$ cat src/rtl/types_pkg.sv
// rtl/types_pkg.sv - shared data memory types and requester indexing
package types_pkg;
  localparam int ADDR_W   = 16;
  localparam int DATA_W   = 32;
  localparam int MEM_SIZE = 1024;
  localparam int NUM_REQ  = 2;

  typedef logic [ADDR_W-1:0] address_t;
  typedef logic [DATA_W-1:0] word_t;
  typedef logic              req_id_t;
endpackage

$ cat src/rtl/data_mem_arbiter_rr_arb2.sv
// rtl/data_mem_arbiter_rr_arb2.sv - two-way round-robin grant with priority register
module rr_arb2
  import types_pkg::*;
(
  input  logic               clk_i,
  input  logic               rst_i,
  input  logic [NUM_REQ-1:0] req_i,
  output logic [NUM_REQ-1:0] gnt_o,
  output req_id_t            gnt_id_o
);
  req_id_t prio_q, prio_d;

  always_comb begin
    gnt_o = '0;
    if (!rst_i) begin
      unique case (req_i)
        2'b01:   gnt_o = 2'b01;
        2'b10:   gnt_o = 2'b10;
        2'b11:   gnt_o = prio_q ? 2'b10 : 2'b01;
        default: gnt_o = 2'b00;
      endcase
    end
    gnt_id_o = gnt_o[1];
    // The loser of any grant, contended or not, gets first claim next time.
    prio_d = prio_q;
    if (|gnt_o) prio_d = ~gnt_o[1];
  end

  always_ff @(posedge clk_i) begin
    if (rst_i) prio_q <= 1'b0;
    else       prio_q <= prio_d;
  end
endmodule

$ cat src/rtl/data_mem_arbiter.sv
// rtl/data_mem_arbiter.sv - shares single-port data_mem between two cores
module data_mem_arbiter
  import types_pkg::*;
#(
  parameter int CNT_W = 16
) (
  input  logic                     clk_i,
  input  logic                     rst_i,
  input  logic     [NUM_REQ-1:0]   req_i,
  input  logic     [NUM_REQ-1:0]   we_i,
  input  address_t [NUM_REQ-1:0]   addr_i,
  input  word_t    [NUM_REQ-1:0]   wdata_i,
  output logic     [NUM_REQ-1:0]   gnt_o,
  output logic     [NUM_REQ-1:0]   rvalid_o,
  output word_t    [NUM_REQ-1:0]   rdata_o,
  output logic     [NUM_REQ-1:0]   addr_err_o,
  output logic                     mem_we_o,
  output address_t                 mem_addr_o,
  output word_t                    mem_wdata_o,
  input  word_t                    mem_rdata_i,
  output logic     [CNT_W-1:0]     conflict_cnt_o
);
  req_id_t            sel;
  logic               in_range;
  logic [NUM_REQ-1:0] rvalid_q, rvalid_d;
  logic [NUM_REQ-1:0] err_q, err_d;
  logic [CNT_W-1:0]   cnt_q, cnt_d;

  rr_arb2 u_arb (
    .clk_i    (clk_i),
    .rst_i    (rst_i),
    .req_i    (req_i),
    .gnt_o    (gnt_o),
    .gnt_id_o (sel)
  );

  // With no grant sel is 0, so the memory bus idles on requester 0's fields.
  always_comb begin
    mem_addr_o  = addr_i[sel];
    mem_wdata_o = wdata_i[sel];
    in_range    = (mem_addr_o < address_t'(MEM_SIZE));
    mem_we_o    = (|gnt_o) & we_i[sel] & in_range;
    rvalid_d    = gnt_o & ~we_i;
    err_d       = gnt_o & {NUM_REQ{~in_range}};
    cnt_d       = cnt_q;
    if ((&req_i) && !(&cnt_q)) cnt_d = cnt_q + 1'b1;
  end

  // Masking with rst_i drops a load granted in the cycle just before reset.
  always_comb begin
    rvalid_o   = rst_i ? '0 : rvalid_q;
    addr_err_o = rst_i ? '0 : err_q;
    for (int i = 0; i < NUM_REQ; i++) begin
      rdata_o[i] = (rvalid_o[i] && !err_q[i]) ? mem_rdata_i : '0;
    end
  end

  always_ff @(posedge clk_i) begin
    if (rst_i) begin
      rvalid_q <= '0;
      err_q    <= '0;
      cnt_q    <= '0;
    end else begin
      rvalid_q <= rvalid_d;
      err_q    <= err_d;
      cnt_q    <= cnt_d;
    end
  end

  assign conflict_cnt_o = cnt_q;
endmodule
$ cat config.mk
export PLATFORM = sky130hd
export DESIGN_NAME = data_mem_arbiter
export DESIGN_NICKNAME = d
export VERILOG_FILES = /design/src/rtl/types_pkg.sv /design/src/rtl/data_mem_arbiter_rr_arb2.sv /design/src/rtl/data_mem_arbiter.sv
export SDC_FILE = /design/constraint.sdc
export NUM_CORES = 1
export LEC_CHECK = 0
export ABC_AREA = 1
export CORE_AREA = 2 2 105 107
export CTS_BUF_LIST = sky130_fd_sc_hd__clkbuf_8
export DETAILED_ROUTE_END_ITERATION = 10
export DIE_AREA = 0 0 107 109
export PLACE_DENSITY = 0.66
export SYNTH_ARGS = -nofsm -noshare
export SYNTH_HDL_FRONTEND = slang
export SYNTH_SLANG_ARGS = --single-unit
export TNS_END_PERCENT = 1
$ cat constraint.sdc
create_clock -name clk_i -period 1.68 [get_ports clk_i]
set_input_delay 0.336 -clock clk_i [delete_from_list [all_inputs] [get_ports clk_i]]
set_output_delay 0.336 -clock clk_i [all_outputs]
set_load 0.005 [all_outputs]
==> impl_results.md, run 1 <==
- Total iterations of the first detailed-routing run: 4
- Cell Pwr Density: approximately 320 nW/µm²
- Final hold violation count: 0
- Syn Area/Cell: between 5 and 6 µm²
- Antenna Cells: 0
- CP Max Fanout: 6
- Cells after synthesis: 451
- Inst Count DP: ~870
- Max frequency: approximately 520 MHz
- Dominant cell type by area after synthesis: nand2_1
- Number of fill cells: about 1000
- Post-DP HPWL: between 10000 and 15000 µm
- GPL Wtd Cong: a little under 0.9
- Initial Util: between 20% and 30%
- Row cnt: 38
- DRT Wirelength: about 13000 µm
- Top cell type's share of synthesized area: between 30% and 40%
- Overall power: ~1.8 mW
- Fin cells: roughly 900
- Iter 0 DRT Violations: 136
- Die Wd: around 110 µm
- Ports: roughly 270
- EDFF count, synth: 0
- Remaining antenna violation count: 0
- TritonCTS clock tree: yes
- Met2 GRT Util: between 40% and 50%
- Final setup violation count: around 50
- CP endpoint kind: output port
- Worst-path clk slew: around 0.070 ns
- Post-synth top cells: nand2_1, nor2_1, inv_1
- Residual DRC count: 0
- Buffers on Ports: 268
- Final #Nets: 898
- Routing usage on met1: approximately a fifth
- Worst hold-check path type: in -> reg
- Worst-margin pin slew: approximately 0.3 ns
- Leakage power: approximately 2.7 nW
- Die height: about 110 µm
- Data required, critical path: ~1.3 ns
- H-tree depth: 1
- Clock sink count: 21
- Failing checks: setup timing
- Setup Crit Path Kind: reg -> out
- First-pass GRT wire length: between 15000 and 20000 µm
- DR WL/cell: between 10 and 15 µm
- Status: finished, violations left
- Critical Path AT: approximately 1.6 ns
- Skew-Pair Late Insertion Delay: roughly 0.26 ns
- Deepest clock path buffer count: 2
- Number of global-route vias before repair: 3799
- Pins Over Slew Limit: 0
- Layout cell share with drive strength beyond 1: 32.5%
- Dominant synthesized flop cell: dfxtp_1
- Initial antenna violation count: 0
- Post-synth ARST share: 0%
- RSZ-0062 raised after global routing: true
- Pin count of the biggest net entering global routing: 17
- Final period util: 114%
- Ranking of synthesized cells by area: nand2_1, dfxtp_1, nor2_1, inv_1, a21oi_2
- Sequential area share after synthesis: about a fifth
- Area Growth Syn to Fin: 149%
- Met3 Usage GRT: under 10%
- Top-count cell post-synth: nand2_1
- Most crowded layer after global routing: met2
- VDD IR max: between 0.0002 and 0.0003 V
- Overflow after GRT: 0
- Die area: around 12000 µm²
- Synth warn: 0
- Synthesized Nets: between 500 and 600
- Synthesized area: between 2000 and 2500 µm²
- Clk_skew: between 0.004 and 0.005 ns
- Critical Path Start Type: flop
- CTS Hold Buffers Added: 0
- Synth cell types: 27
- Total number of vias: ~3900
- Period minus WS final: 1.91 ns
- Synthesized flop and latch total: 21
- CTS Buf Count: 3
- Total GRT Usage: between 20% and 30%
- Via-per-instance ratio: between 4 and 5
- Final setup margin: -0.233 ns
- Core box area: 10600 µm²
- Rel. slew slack: around four fifths
- CTS root buffer: clkbuf_8
- Total of max-cap violations: 0
[path summary, 6_finish.rpt]
path | start | end | slack, ns | cells after the start
worst max register to register | u_arb.prio_q | err_q[1] | 0.09 | 13
worst min-delay path | req_i[1] | u_arb.prio_q | 0.48 | 4
worst min register to register | conflict_cnt_o[2] | conflict_cnt_o[2] | 0.52 | 2
worst max-delay path | u_arb.prio_q | mem_we_o | -0.23 | 10
[cell type report]
cell class / count / area (µm²) / area share (%)
multi-input cells: 351 / 1690 / 30.1
flip-flops and latches: 21 / 424 / 7.55
well taps: 140 / 175 / 3.12
clock inverters: 1 / 3.75 / 0.0668
inverters: 59 / 234 / 4.16
clock buffers: 3 / 41.3 / 0.735
repair buffers: 327 / 3050 / 54.3
[worst max-delay path, cell delays in order (launching register included)]
cell and delay [ns]:
dfxtp_2 0.34, inv_2 0.04, nand2_4 0.08, nand2_4 0.08, buf_6 0.15, o21ai_4 0.15
nand2_2 0.09, nor2_4 0.11, nand2_1 0.05, nor2_1 0.09, buf_2 0.14
[registers in the layout, summed over array words and instances, names as in the netlist]
name,cells
rvalid_q,2
err_q,2
conflict_cnt_o,16
u_arb.prio_q,1
[timing repair]
item,4_1_cts,5_1_grt
resized for setup,454,29
endpoints found under the setup margin,121,97
pin swaps,7,3
buffers inserted,17,1
cloned,7,0
[per-layer routing]
metal  vias up  wire [µm]
li1       1954          -
met4         0        187
met2       178       7490
met1      1721       4330
met5         -          0
met3        19       1010
[report_power, final]
| group | internal [mW] | switching (mW) |
|---|---|---|
| sequential | 0.509 | 0.00504 |
| combinational | 0.581 | 0.387 |
| clock | 0.163 | 0.165 |
| total | 1.25 | 0.557 |
[cells by family (layout without fill, tap and decap cells)]
| family | count (synthesis) | count (layout) | synth area share (%) |
|---|---|---|---|
| AND/OR/NAND/NOR | 318 | 319 | 56.2 |
| flip-flops | 21 | 21 | 18.6 |
| AO/OA/AOI/OAI | 24 | 24 | 6.99 |
| buffers and inverters | 80 | 390 | 14.9 |
| adder cells (fa/ha/maj) | 1 | 1 | 0.555 |
| XOR/XNOR | 7 | 7 | 2.72 |
[placed cells by master (no fill, tap or decap), types with 3 or more instances in the layout]
cell,instances
dfxtp_2,3
a21oi_2,10
buf_4,41
nor2_2,16
buf_12,7
buf_2,62
inv_2,6
nor2_1,75
nand3_1,10
o21ai_4,3
nand2_1,181
clkbuf_2,5
dlygate4sd2_1,5
clkbuf_8,3
clkdlybuf4s50_1,146
a21oi_1,6
nand2_2,19
clkdlybuf4s15_2,43
buf_16,5
xor2_1,4
nand2_4,5
nand4_1,4
dfxtp_1,18
buf_6,10
nor2_4,5
xnor2_1,3
clkdlybuf4s15_1,3
inv_1,53
o21ai_0,4
[metrics by stage]
stage	area [µm²]	hold slack (ns)	setup WS [ns]	util (%)	setup TNS, ns
2_1_floorplan	2260	0.408	0.136	-	0
3_3_place_gp	5330	0.510	-1.02	50.2	-88.70
3_5_place_dp	5330	0.519	-1.02	50.2	-91.29
4_1_cts	5620	0.474	-0.209	53.0	-4.41
5_1_grt	5620	0.485	-0.302	53.0	-8.62
6_report	5620	0.483	-0.233	53.0	-3.31
(Power assumes the default switching activity.)
==> run 2, diff against run 1 <==
--- a/config.mk
+++ b/config.mk
@@ -5,12 +5,12 @@
 export SDC_FILE = /design/constraint.sdc
 export NUM_CORES = 1
 export LEC_CHECK = 0
-export ABC_AREA = 1
-export CORE_AREA = 2 2 105 107
+export ABC_CLOCK_PERIOD_IN_PS = 1680
+export CORE_AREA = 2 2 104 106
 export CTS_BUF_LIST = sky130_fd_sc_hd__clkbuf_8
 export DETAILED_ROUTE_END_ITERATION = 10
-export DIE_AREA = 0 0 107 109
-export PLACE_DENSITY = 0.66
+export DIE_AREA = 0 0 106 108
+export PLACE_DENSITY = 0.65
 export SYNTH_ARGS = -nofsm -noshare
 export SYNTH_HDL_FRONTEND = slang
 export SYNTH_SLANG_ARGS = --single-unit
==> run 2 against run 1 <==
Against the previous run:
- the flow still finishes with violations (setup timing)
- synthesized area shrank 8.9%
- combinational power shrank 2.4%
- wire length shrank 9.1%
- clock-buffer cell count is the same
- non-clock buffer count grew 8
- cell count shrank 21%
- die area shrank 1.8%
- register-to-register slack lost 0.03 ns
- total power shrank 0.89%
- first-iteration DRC count shrank 14%
- clock skew shrank 0.0019 ns
- critical endpoint unchanged
- largest cell class unchanged
- largest power group unchanged
- highest routed layer is now met5
==> impl_results.md, run 2 <==
- Total of max-cap violations: 0 (unchanged)
- Dominant cell type by area after synthesis: mux2_2
- Failing checks: setup timing
- Die Wd: 106 µm (-0.93%)
- Sequential area share after synthesis: 20.5% (+1.8 points)
- CP most frequent cell: buf_6
- GPL Wtd Cong: 0.815 (-5.8%)
- Fin cells: 710 (-21%)
- Placed cell area: 5210 µm² (-2.2%)
- EDFF count, synth: 0 (unchanged)
- Max FFs per register: 16 (unchanged)
- Synth cell types: 38 (+41%)
- Crit-path cells: o211ai_1 -> buf_6 -> buf_6 -> buf_6 -> mux2i_2 -> a32o_2 -> buf_6
- Top-count cell post-synth: and2_1
- Multiplexer area fraction after synthesis: 28.4% (+28 points)
- Leakage power: 2.66 nW (-3.0%)
- Overall power: 1.79 mW (-0.89%)
- Post-synth ARST share: 0% (unchanged)
- Synthesized flop and latch total: 21 (unchanged)
- Rel. slew slack: 78.6% (-1.3 points)
- Final period util: 124% (+9.7 points)
- Residual DRC count: 0 (unchanged)
- Synthesized area: 2060 µm² (-8.9%)
- Data required, critical path: 1.34 ns (about the same)
- Logic pwr share: 52.7% (-0.8 points)
- Fin area: 5660 µm² (+0.62%)
- Die height: 108 µm (-0.92%)
- Initial antenna violation count: 1 (+1)
- Post-Synth Simple-Gate Area: 36.1% (-20 points)
- Finished Core Util: 55.3% (+2.3 points)
- Worst hold-check path type: in -> reg
- Slowest-stage cell, CP: dfxtp_2
- CP Max Fanout: 6 (unchanged)
- Pins Over Slew Limit: 0 (unchanged)
- Final setup margin: -0.396 ns (-0.163 ns)
- Most frequent cells in the layout: clkdlybuf4s50_1, and2_1, buf_6
- Sequential Power Share: 28.7% (+0.3 points)
- Overflow after GRT: 0 (unchanged)
- Clock power share: 18.6% (+0.5 points)
- CTS root buffer: clkbuf_8
- Leading cell type in the layout, fill and taps excluded: clkdlybuf4s50_1
- Die area: 11400 µm² (-1.8%)
- Period minus WS final: 2.08 ns (+0.163 ns)
- Post-DP HPWL: 9290 µm (-12%)
- Skew-Pair Late Insertion Delay: 0.26 ns (about the same)
- Setup Crit Path Kind: reg -> out
- Final hold violation count: 0 (unchanged)
- Sw frac: 25.3% (-5.5 points)
- Int Power: 1.34 mW (+6.9%)
- NetSw: 0.455 mW (-18%)
- Synthesized Nets: 386 (-34%)
- Total number of vias: 3170 (-18%)
- Max incr delay on CP: 0.32 ns (-0.02 ns)
- CP endpoint kind: output port
- Number of fill cells: 939 (-9.8%)
- Syn Area/Cell: 8.19 µm² (+64%)
- Final setup violation count: 94 (+92%)
- Main combinational cell family by area after synthesis: simple AND/OR/NAND/NOR gates
- Top cell type's share of synthesized area: 27.4% (-5.9 points)
- H-tree depth: 1 (unchanged)
- Row cnt: 37 (-2.6%)
- Clk_skew: 0.00299 ns (-0.00194 ns)
- Critical Path AT: 1.74 ns (+0.16 ns)
- Cell Pwr Density: 317 nW/µm² (-1.5%)
- Number of global-route vias before repair: 3211 (-15%)
- Antenna Cells: 0 (unchanged)
- Cells after synthesis: 251 (-44%)
- Remaining antenna violation count: 0 (unchanged)
- CTS Buf Count: 3 (unchanged)
- DRT Wirelength: 11800 µm (-9.1%)
- First-pass GRT wire length: 17100 µm (-11%)
- Worst-path clk slew: 0.08 ns (about the same)
- Total GRT Usage: 18.7% (-2.2 points)
- Ports: 269 (unchanged)
- Layout cell share with drive strength beyond 1: 46.7% (+14 points)
- Clock sink count: 21 (unchanged)
- CTS Hold Buffers Added: 0 (unchanged)
- Ranking of synthesized cells by area: mux2_2, dfxtp_1, and2_1, nor2b_1, nor2_1
- Synth warn: 0 (unchanged)
- Place WS: -0.962 ns (+0.0616 ns)
- Iter 0 DRT Violations: 117 (-14%)
- Buffers on Ports: 268 (unchanged)
- Initial Util: 20.1% (-1.2 points)
- VDD IR max: 0.000290 V (+11%)
- Compound-Gate Fraction of Synth Area: 9.92% (+2.9 points)
- Critical Path Start Type: flop
- TritonCTS clock tree: yes
- Worst-margin pin slew: 0.316 ns (+0.0161 ns)
- Max frequency: 482 MHz (-7.8%)
- Final #Nets: 710 (-21%)
- Core box area: 10200 µm² (-3.5%)
- Pin count of the biggest net entering global routing: 18 (+1)
- Dominant synthesized flop cell: dfxtp_1
- Deepest clock path buffer count: 2 (unchanged)
- DR WL/cell: 16.7 µm (+15%)
- Synth Area in Adders: 0.609% (+0.054 points)
- Inst Count DP: 683 (-22%)
- Area Growth Syn to Fin: 175%
- Status: finished, violations left
- Total iterations of the first detailed-routing run: 4 (unchanged)
- Post-synth top cells: and2_1, mux2_2, dfxtp_1
- XOR/XNOR Fraction of Synth Area: 0% (-2.7 points)
- RSZ-0062 raised after global routing: true
- Via-per-instance ratio: 4.46 (+4.0%)
## run 2: cell count changes after synthesis, moves of 5 or more
| cell | previous run | this run |
|---|---|---|
| and2_1 | 0 | 64 |
| inv_1 | 54 | 6 |
| nor2b_1 | 0 | 8 |
| nor4_1 | 0 | 5 |
| or3_1 | 0 | 5 |
| nand2_1 | 200 | 9 |
| nand3_1 | 10 | 4 |
| a21oi_2 | 10 | 0 |
| mux2_2 | 0 | 50 |
| nor2_1 | 93 | 11 |
| inv_2 | 5 | 0 |
## run 2: kinds of logic (layout without fill, tap and decap cells)
family | Yosys count | after routing
and+or+nand+nor | 124 | 124
DFF | 21 | 21
adders and majority gates | 1 | 1
buffers and inverters | 22 | 345
muxes | 52 | 52
AOI/OAI and AO/OA | 31 | 31
## run 2: area by class of cell
| cell class | instances | area [µm²] | share of cell area [%] |
|---|---|---|---|
| flip-flops and latches | 21 | 437 | 7.72 |
| clock inverters | 1 | 5.00 | 0.0885 |
| clock buffers | 3 | 41.3 | 0.730 |
| repair buffers | 335 | 3150 | 55.8 |
| well taps | 136 | 170 | 3.01 |
| inverters | 6 | 22.5 | 0.398 |
| multi-input cells | 208 | 1830 | 32.3 |
## run 2: path summary, 6_finish.rpt
kind	to	start	depth (start not counted)	slack [ns]
min	conflict_cnt_o[1]	rst_i	3	0.42
min reg2reg	conflict_cnt_o[1]	conflict_cnt_o[1]	2	0.53
max	mem_we_o	u_arb.prio_q	7	-0.40
max reg2reg	conflict_cnt_o[11]	conflict_cnt_o[7]	4	0.06
## run 2: worst max-delay path: cells and delay by family (launching register included)
family,cells,cell delay (ns)
flip-flops,1,0.32
multiplexers,1,0.21
AO/OA/AOI/OAI,2,0.43
buffers and inverters,4,0.52
## run 2: power by group through the flow
stage / logic [mW] / clock network [mW] / registers [mW]
global route: 1.01 / 0.364 / 0.517
CTS: 0.890 / 0.347 / 0.515
floorplan: 0.195 / 0 / 0.523
detailed placement: 0.814 / 0 / 0.524
finish: 0.945 / 0.334 / 0.515
global placement: 0.810 / 0 / 0.523
## run 2: repair_timing
item                                    CTS  global route
setup buffers                            18             0
gates cloned                              7             0
pin swaps                                22             5
endpoints found under the setup margin  134           130
gates resized for setup                 483            91
## run 2: routing by layer
metal | up-vias | global-route usage (%) | routed length (µm)
met2 | 149 | 35.9 | 6320
met1 | 1464 | 21.6 | 4510
li1 | 1547 | - | -
met5 | - | 0 | 8
met3 | 8 | 4.22 | 914
met4 | 2 | 2.35 | 78
## run 2: metrics by stage
| step | hold WS, ns | setup TNS [ns] |
|---|---|---|
| finish | 0.420 | -17.81 |
| global route | 0.425 | -26.80 |
| CTS | 0.410 | -22.98 |
| detailed placement | 0.515 | -107.69 |
| global placement | 0.502 | -106.01 |
| floorplan | 0.408 | -2.53 |
==> run 3, diff against run 2 <==
--- a/config.mk
+++ b/config.mk
@@ -8,6 +8,7 @@
 export ABC_CLOCK_PERIOD_IN_PS = 1680
 export CORE_AREA = 2 2 104 106
 export CTS_BUF_LIST = sky130_fd_sc_hd__clkbuf_8
+export CTS_CLUSTER_SIZE = 30
 export DETAILED_ROUTE_END_ITERATION = 10
 export DIE_AREA = 0 0 106 108
 export PLACE_DENSITY = 0.65
==> results of run 3 <==
The final DEF is identical to that of run 2; final timing and power are the same.
